==> src/rtl/spi_xfer_sequencer_if.sv <==
// Host TX/RX byte handshake plus the register bus to the SPI master controller.
// slave = sequencer side, master = host/controller side.
interface spi_xfer_sequencer_if;
  logic        tx_valid;
  logic [7:0]  tx_data;
  logic        tx_ready;
  logic        rx_valid;
  logic [7:0]  rx_data;
  logic        rx_ready;
  logic        clr_cnt;
  logic        busy;
  logic [7:0]  ntx;
  logic        err;
  logic [31:0] ctrl_out;
  logic [31:0] data_out;
  logic [31:0] ctrl_in;
  logic        ctrl_we;
  logic [31:0] data_in;
  logic        data_we;

  modport slave (
    input  tx_valid, tx_data, rx_ready, clr_cnt, ctrl_in, ctrl_we, data_in, data_we,
    output tx_ready, rx_valid, rx_data, busy, ntx, err, ctrl_out, data_out
  );

  modport master (
    output tx_valid, tx_data, rx_ready, clr_cnt, ctrl_in, ctrl_we, data_in, data_we,
    input  tx_ready, rx_valid, rx_data, busy, ntx, err, ctrl_out, data_out
  );
endinterface

==> src/rtl/spi_xfer_sequencer.sv <==
// Host-side sequencer for the SPI master controller: TX/RX byte FIFOs, control/data registers.
// Optional WAIT/CLR watchdog is built in when SPI_SEQ_TIMEOUT_EN is defined.
module spi_xfer_sequencer #(
  parameter int unsigned FIFO_DEPTH     = 8,
  parameter int unsigned TIMEOUT_CYCLES = 4096
) (
  input  logic                clk,
  input  logic                rst,
  spi_xfer_sequencer_if.slave bus
);

  localparam int unsigned AW = $clog2(FIFO_DEPTH);
  localparam int unsigned CW = AW + 1;
  localparam logic [AW-1:0] PTR_ONE  = AW'(1);
  localparam logic [CW-1:0] CNT_ONE  = CW'(1);
  localparam logic [CW-1:0] CNT_FULL = CW'(FIFO_DEPTH);

  typedef enum logic [2:0] {
    S_IDLE    = 3'd0,
    S_LOAD    = 3'd1,
    S_START   = 3'd2,
    S_WAIT    = 3'd3,
    S_CAPTURE = 3'd4,
    S_CLR     = 3'd5,
    S_CLR_END = 3'd6
  } state_e;

  state_e        state_q, state_d;
  logic [31:0]   ctrl_q, ctrl_d, data_q, data_d;
  logic [31:0]   seq_ctrl_s, seq_data_s;
  logic          err_q, err_d;
  logic [7:0]    tx_mem_q [FIFO_DEPTH];
  logic [7:0]    rx_mem_q [FIFO_DEPTH];
  logic [AW-1:0] tx_wr_q, tx_rd_q, rx_wr_q, rx_rd_q;
  logic [CW-1:0] tx_cnt_q, rx_cnt_q;
  logic          tx_push_s, tx_pop_s, rx_push_s, rx_pop_s;
  logic          tx_full_s, tx_empty_s, rx_full_s, rx_empty_s;
  logic          timeout_s;

  assign tx_full_s  = (tx_cnt_q == CNT_FULL);
  assign tx_empty_s = (tx_cnt_q == '0);
  assign rx_full_s  = (rx_cnt_q == CNT_FULL);
  assign rx_empty_s = (rx_cnt_q == '0);
  assign tx_push_s  = bus.tx_valid && !tx_full_s;
  assign rx_pop_s   = bus.rx_ready && !rx_empty_s;

  assign bus.tx_ready = !tx_full_s;
  assign bus.rx_valid = !rx_empty_s;
  assign bus.rx_data  = rx_mem_q[rx_rd_q];
  assign bus.busy     = (state_q != S_IDLE);
  assign bus.ntx      = ctrl_q[15:8];
  assign bus.err      = err_q;
  assign bus.ctrl_out = ctrl_q;
  assign bus.data_out = data_q;

`ifdef SPI_SEQ_TIMEOUT_EN
  localparam int unsigned WW = $clog2(TIMEOUT_CYCLES + 1);
  logic [WW-1:0] wd_q, wd_d;
  logic          wd_run_s;

  assign wd_run_s  = (state_q == S_WAIT) || (state_q == S_CLR);
  assign timeout_s = wd_run_s && (wd_q == WW'(TIMEOUT_CYCLES - 1));

  // Watchdog restarts from zero each time WAIT or CLR is entered
  always_comb begin
    wd_d = '0;
    if (wd_run_s) begin
      wd_d = wd_q + WW'(1);
    end else begin
      wd_d = '0;
    end
  end

  always_ff @(posedge clk) begin
    if (rst) begin
      wd_q <= '0;
    end else begin
      wd_q <= wd_d;
    end
  end
`else
  logic unused_timeout_s;
  assign unused_timeout_s = |32'(TIMEOUT_CYCLES);
  assign timeout_s        = 1'b0;
`endif

  // FIFO storage is not reset; occupancy counts define validity
  always_ff @(posedge clk) begin
    if (tx_push_s) tx_mem_q[tx_wr_q] <= bus.tx_data;
    if (rx_push_s) rx_mem_q[rx_wr_q] <= data_q[7:0];
  end

  always_ff @(posedge clk) begin
    if (rst) begin
      tx_wr_q  <= '0;
      tx_rd_q  <= '0;
      tx_cnt_q <= '0;
      rx_wr_q  <= '0;
      rx_rd_q  <= '0;
      rx_cnt_q <= '0;
    end else begin
      if (tx_push_s) tx_wr_q <= tx_wr_q + PTR_ONE;
      if (tx_pop_s)  tx_rd_q <= tx_rd_q + PTR_ONE;
      if (rx_push_s) rx_wr_q <= rx_wr_q + PTR_ONE;
      if (rx_pop_s)  rx_rd_q <= rx_rd_q + PTR_ONE;
      case ({tx_push_s, tx_pop_s})
        2'b10:   tx_cnt_q <= tx_cnt_q + CNT_ONE;
        2'b01:   tx_cnt_q <= tx_cnt_q - CNT_ONE;
        default: tx_cnt_q <= tx_cnt_q;
      endcase
      case ({rx_push_s, rx_pop_s})
        2'b10:   rx_cnt_q <= rx_cnt_q + CNT_ONE;
        2'b01:   rx_cnt_q <= rx_cnt_q - CNT_ONE;
        default: rx_cnt_q <= rx_cnt_q;
      endcase
    end
  end

  always_ff @(posedge clk) begin
    if (rst) begin
      state_q <= S_IDLE;
      ctrl_q  <= 32'h0000_0000;
      data_q  <= 32'h0000_0000;
      err_q   <= 1'b0;
    end else begin
      state_q <= state_d;
      ctrl_q  <= ctrl_d;
      data_q  <= data_d;
      err_q   <= err_d;
    end
  end

  always_comb begin
    state_d    = state_q;
    seq_ctrl_s = ctrl_q;
    seq_data_s = data_q;
    err_d      = err_q;
    tx_pop_s   = 1'b0;
    rx_push_s  = 1'b0;
    case (state_q)
      S_IDLE: begin
        if (bus.clr_cnt) begin
          seq_ctrl_s[1:0] = 2'b10;
          state_d         = S_CLR;
        end else if (!tx_empty_s && !rx_full_s) begin
          state_d = S_LOAD;
        end else begin
          state_d = S_IDLE;
        end
      end
      S_LOAD: begin
        tx_pop_s   = 1'b1;
        seq_data_s = {24'h00_0000, tx_mem_q[tx_rd_q]};
        state_d    = S_START;
      end
      S_START: begin
        seq_ctrl_s[1:0] = 2'b01;
        state_d         = S_WAIT;
      end
      S_WAIT: begin
        if (bus.data_we) begin
          state_d = S_CAPTURE;
        end else if (timeout_s) begin
          err_d           = 1'b1;
          seq_ctrl_s[1:0] = 2'b00;
          state_d         = S_IDLE;
        end else begin
          state_d = S_WAIT;
        end
      end
      S_CAPTURE: begin
        rx_push_s = 1'b1;
        state_d   = S_IDLE;
      end
      S_CLR: begin
        if (bus.ctrl_we) begin
          state_d = S_CLR_END;
        end else if (timeout_s) begin
          err_d           = 1'b1;
          seq_ctrl_s[1:0] = 2'b00;
          state_d         = S_IDLE;
        end else begin
          state_d = S_CLR;
        end
      end
      S_CLR_END: begin
        seq_ctrl_s[1] = 1'b0;
        state_d       = S_IDLE;
      end
      default: begin
        state_d = S_IDLE;
      end
    endcase
    // Controller write-back always wins over the sequencer's own update
    ctrl_d = bus.ctrl_we ? bus.ctrl_in : seq_ctrl_s;
    data_d = bus.data_we ? bus.data_in : seq_data_s;
  end

endmodule

==> src/flat_wrapper.sv <==
// flat-port wrapper written by rule: the top's interface ports become plain ports
module spi_xfer_sequencer_flat 
#(
  parameter int unsigned FIFO_DEPTH     = 8,
  parameter int unsigned TIMEOUT_CYCLES = 4096
)
  (clk, rst, bus_tx_valid, bus_tx_data, bus_rx_ready, bus_clr_cnt, bus_ctrl_in, bus_ctrl_we, bus_data_in, bus_data_we, bus_tx_ready, bus_rx_valid, bus_rx_data, bus_busy, bus_ntx, bus_err, bus_ctrl_out, bus_data_out);
  spi_xfer_sequencer_if bus_i ();
  input  logic clk;
  input  logic rst;
  input wire logic [$bits(bus_i.tx_valid)-1:0] bus_tx_valid;
  input wire logic [$bits(bus_i.tx_data)-1:0] bus_tx_data;
  input wire logic [$bits(bus_i.rx_ready)-1:0] bus_rx_ready;
  input wire logic [$bits(bus_i.clr_cnt)-1:0] bus_clr_cnt;
  input wire logic [$bits(bus_i.ctrl_in)-1:0] bus_ctrl_in;
  input wire logic [$bits(bus_i.ctrl_we)-1:0] bus_ctrl_we;
  input wire logic [$bits(bus_i.data_in)-1:0] bus_data_in;
  input wire logic [$bits(bus_i.data_we)-1:0] bus_data_we;
  output wire logic [$bits(bus_i.tx_ready)-1:0] bus_tx_ready;
  output wire logic [$bits(bus_i.rx_valid)-1:0] bus_rx_valid;
  output wire logic [$bits(bus_i.rx_data)-1:0] bus_rx_data;
  output wire logic [$bits(bus_i.busy)-1:0] bus_busy;
  output wire logic [$bits(bus_i.ntx)-1:0] bus_ntx;
  output wire logic [$bits(bus_i.err)-1:0] bus_err;
  output wire logic [$bits(bus_i.ctrl_out)-1:0] bus_ctrl_out;
  output wire logic [$bits(bus_i.data_out)-1:0] bus_data_out;
  assign bus_i.tx_valid = bus_tx_valid;
  assign bus_i.tx_data = bus_tx_data;
  assign bus_i.rx_ready = bus_rx_ready;
  assign bus_i.clr_cnt = bus_clr_cnt;
  assign bus_i.ctrl_in = bus_ctrl_in;
  assign bus_i.ctrl_we = bus_ctrl_we;
  assign bus_i.data_in = bus_data_in;
  assign bus_i.data_we = bus_data_we;
  assign bus_tx_ready = bus_i.tx_ready;
  assign bus_rx_valid = bus_i.rx_valid;
  assign bus_rx_data = bus_i.rx_data;
  assign bus_busy = bus_i.busy;
  assign bus_ntx = bus_i.ntx;
  assign bus_err = bus_i.err;
  assign bus_ctrl_out = bus_i.ctrl_out;
  assign bus_data_out = bus_i.data_out;
  spi_xfer_sequencer #(.FIFO_DEPTH(FIFO_DEPTH), .TIMEOUT_CYCLES(TIMEOUT_CYCLES)) u_core (.clk(clk), .rst(rst), .bus(bus_i));
endmodule
==> config.mk <==
export PLATFORM = sky130hd
export DESIGN_NAME = spi_xfer_sequencer_flat
export DESIGN_NICKNAME = d
export VERILOG_FILES = /design/src/rtl/spi_xfer_sequencer_if.sv /design/src/rtl/spi_xfer_sequencer.sv /design/src/flat_wrapper.sv
export SDC_FILE = /design/constraint.sdc
export NUM_CORES = 1
export LEC_CHECK = 0
export ABC_AREA = 1
export CAP_MARGIN = 30
export CORE_UTILIZATION = 41
export CTS_BUF_LIST = sky130_fd_sc_hd__clkbuf_8
export DETAILED_ROUTE_END_ITERATION = 10
export HOLD_SLACK_MARGIN = 0.15
export PLACE_DENSITY_LB_ADDON = 0.3
export SETUP_SLACK_MARGIN = 0.02
export SLEW_MARGIN = 20
export SYNTH_ARGS = -nofsm -noshare
export SYNTH_HDL_FRONTEND = slang
export SYNTH_SLANG_ARGS = --single-unit
==> constraint.sdc <==
create_clock -name clk -period 5.7 [get_ports clk]
set_clock_uncertainty 0.05 [all_clocks]
set_input_delay 0.855 -clock clk [delete_from_list [all_inputs] [get_ports clk]]
set_output_delay 0.855 -clock clk [all_outputs]
set_load 0.005 [all_outputs]
==> out/metrics.cfg <==
[sta]
tns_ns=0
rsz0062_at_grt=false
relSlewSlack_pct=30.93
whs_ns=0.4092
finalCriticalPeriod_ns=3.642
worst_pin_slew_ns=1.032
fmax_mhz=274.6
finalHoldViolations=0
finalSetupViolations=0
drv_slew=0
fin_crit_sh_pct=63.89

[synthesis]
ys_seq_area_share_pct=64.72
syn-instance-count=896
syn-num-nets=985
ys.flop_type=edfxtp_1
synth-edff-count=128
ys_types=29
synth_area_per_cell_sq_um=9.839
synth_seq_cells=221
syn_area_sq_um=8816
yosysTopAreaCellShare_pct=43.60
netlist_top_cells_area=edfxtp_1 (44%), dfxtp_1 (21%), nand2_1 (7.2%)
post-synth-top-area-cell=edfxtp_1
synthArstFlopShare_pct=0
ys_warn_count=0

[clock_network]
holdBufCountCts=0
cts_tree=built
cts_htree_levels=2
root_buffer=clkbuf_8
cts_buffers=38
clk_pin_slew_worst_paths_ns=0.06
cts_setup_buffers=0
cts.sinks=221
cts_resized=0
clockBufferDepth=3
worstSkewPairLatency_ns=0.52

[floorplanning]
die_h_um=148.6
ioPinCount=163
core_area_sq_um=21020
initial_core_util_pct=41.94
die-area_sq_um=22090
chipWidth_um=148.6
row_count=53

[global_route]
grt_pass1_vias=6248
grt_use_total_pct=18.38
antenna_found_initial=0
grt_overflow=0
grt_max_degree=45
grt_pass1_wl_mm=31.56

[cells_and_area]
syn2layout_area_growth_pct=27.66
mostFrequentLayoutCells=nand2_1 (169), nor2_1 (161), clkdlybuf4s50_1 (160)
multi_input_area_sq_um=2656
layout_commonest_cell=nand2_1
drive_gt1_share_pct=7.308
fillCellCount=1856
antennaDiodeCount=0
fin_nets=1143
seq_area_sq_um=5705

[run_status]
outcome=complete, no violations

[critical_path]
cp_max_fo=17
timing.rr.end=u_core.rx_mem_q[3][7]$_DFFE_PP_
worstPathRequired_ns=4.80
r2r_cells=7
r2r_slack_ns=3.54
critPathArrivalTime_ns=2.74
critPathKind=register to primary output
end_kind=primary output
startpoint_type=register
rr_startpoint=u_core.state_q[1]$_SDFF_PP0_

[place]
place.gp.congestion=0.8105
io_buffers=161
dpl.hpwl_mm=13.02

[routing]
wl_per_cell_um=15.00
drt-total-wl_mm=20.34
vias_per_cell=4.860
first_pass_iters=5
drc=0
drt.antenna.violating_nets=0
drtIter0Drc=502
vias=6590

[hold_path]
holdCritStartpoint=u_core.bus.data_out[22]$_SDFFE_PP0P_
hp-class=register to register
whs_path_depth=2
min_to=u_core.bus.data_out[22]$_SDFFE_PP0P_

[pwr]
ir_worst_vdd_uv=150.7
p_per_area_nw_per_um2=385.0
leakage_uw=0.004266

[run]
maxCapViolCount=0

## per-stage QoR
| step | setup slack [ns] | power (uW) | utilization [%] | instance area [sq um] | cells |
|---|---|---|---|---|---|
| 2_1_floorplan | 3.544 | 2665 | - | 8816 | 896 |
| 3_3_place_gp | 2.234 | 3037 | 50.00 | 10510 | 1285 |
| 3_5_place_dp | 2.141 | 3062 | 50.13 | 10540 | 1286 |
| 4_1_cts | 1.567 | 4367 | 53.40 | 11220 | 1353 |
| 5_1_grt | 1.872 | 4604 | 53.54 | 11250 | 1356 |
| 6_report | 2.058 | 4333 | 53.54 | 11250 | 1356 |
## report_power, final
part           leakage (uW)  internal, uW  switching [uW]
combinational       0.00191           466             606
sequential          0.00194          1840             122
clock              0.000416           692             605
## how the worst max path moves through the flow
stage | end | cells after the start | start
final | bus_rx_data[1] | 5 | register
after global placement | bus_rx_data[0] | 6 | register
after floorplan | u_core.rx_cnt_q[2]$_SDFFE_PP0P_ | 11 | bus_rx_ready
after CTS | bus_rx_data[1] | 6 | register
after detailed placement | bus_rx_data[2] | 6 | register
after global routing | bus_rx_data[2] | 5 | register
## synth_stat cells, drive strengths merged (2+ instances only)
cell,count
xnor2,2
nand3,69
a31oi,11
nand2,171
buf,33
nand4,4
o21ai,78
o22ai,8
clkbuf,19
nor2,170
dfxtp,93
ha,10
a21oi,52
edfxtp,128
inv,42
## layer usage
metal	part of all wire (%)	up-vias	global-route usage, %
met2	50	147	30.28
li1	-	3338	-
met5	0	-	0
met4	3.0	0	8.557
met1	42	3056	22.91
met3	4.3	49	4.172
## sequential cells by signal, indices dropped and copies added (netlist names), named ones only
signal / count
u_core.rx_mem_q: 64
u_core.tx_mem_q: 64
u_core.bus.ctrl_out: 32
u_core.tx_cnt_q: 4
u_core.tx_wr_q: 3
u_core.tx_rd_q: 3
u_core.rx_cnt_q: 4
u_core.rx_wr_q: 3
u_core.rx_rd_q: 3
u_core.state_q: 3
u_core.bus.data_out: 32
## worst max-delay path, cell delays in order (launching register included)
cell and delay, ns:
dfxtp_1 0.67, inv_1 0.41, nor2_1 0.19, o21ai_0 0.09, a31oi_1 0.30, clkdlybuf4s50_1 0.56
## cells by family (layout without fill, tap and decap cells)
family / Yosys count / in the layout / share of synthesized area, %
buffers and inverters: 95 / 280 / 5.152
AND/OR/NAND/NOR: 416 / 416 / 19.22
flip-flops: 221 / 221 / 64.72
XOR/XNOR: 3 / 3 / 0.2981
AO/OA/AOI/OAI: 150 / 150 / 9.154
other: 1 / 1 / 0.04254
adder cells (fa/ha/maj): 10 / 10 / 1.419
## final cells by class
type	instances	share of cell area, %
clock buffers	40	4.892
clock inverters	27	1.201
inverters	43	1.434
multi-input cells	580	23.60
flip-flops and latches	221	50.70
well taps	275	3.057
repair buffers	170	15.12
Note: power is estimated with default switching activity, not from simulation.
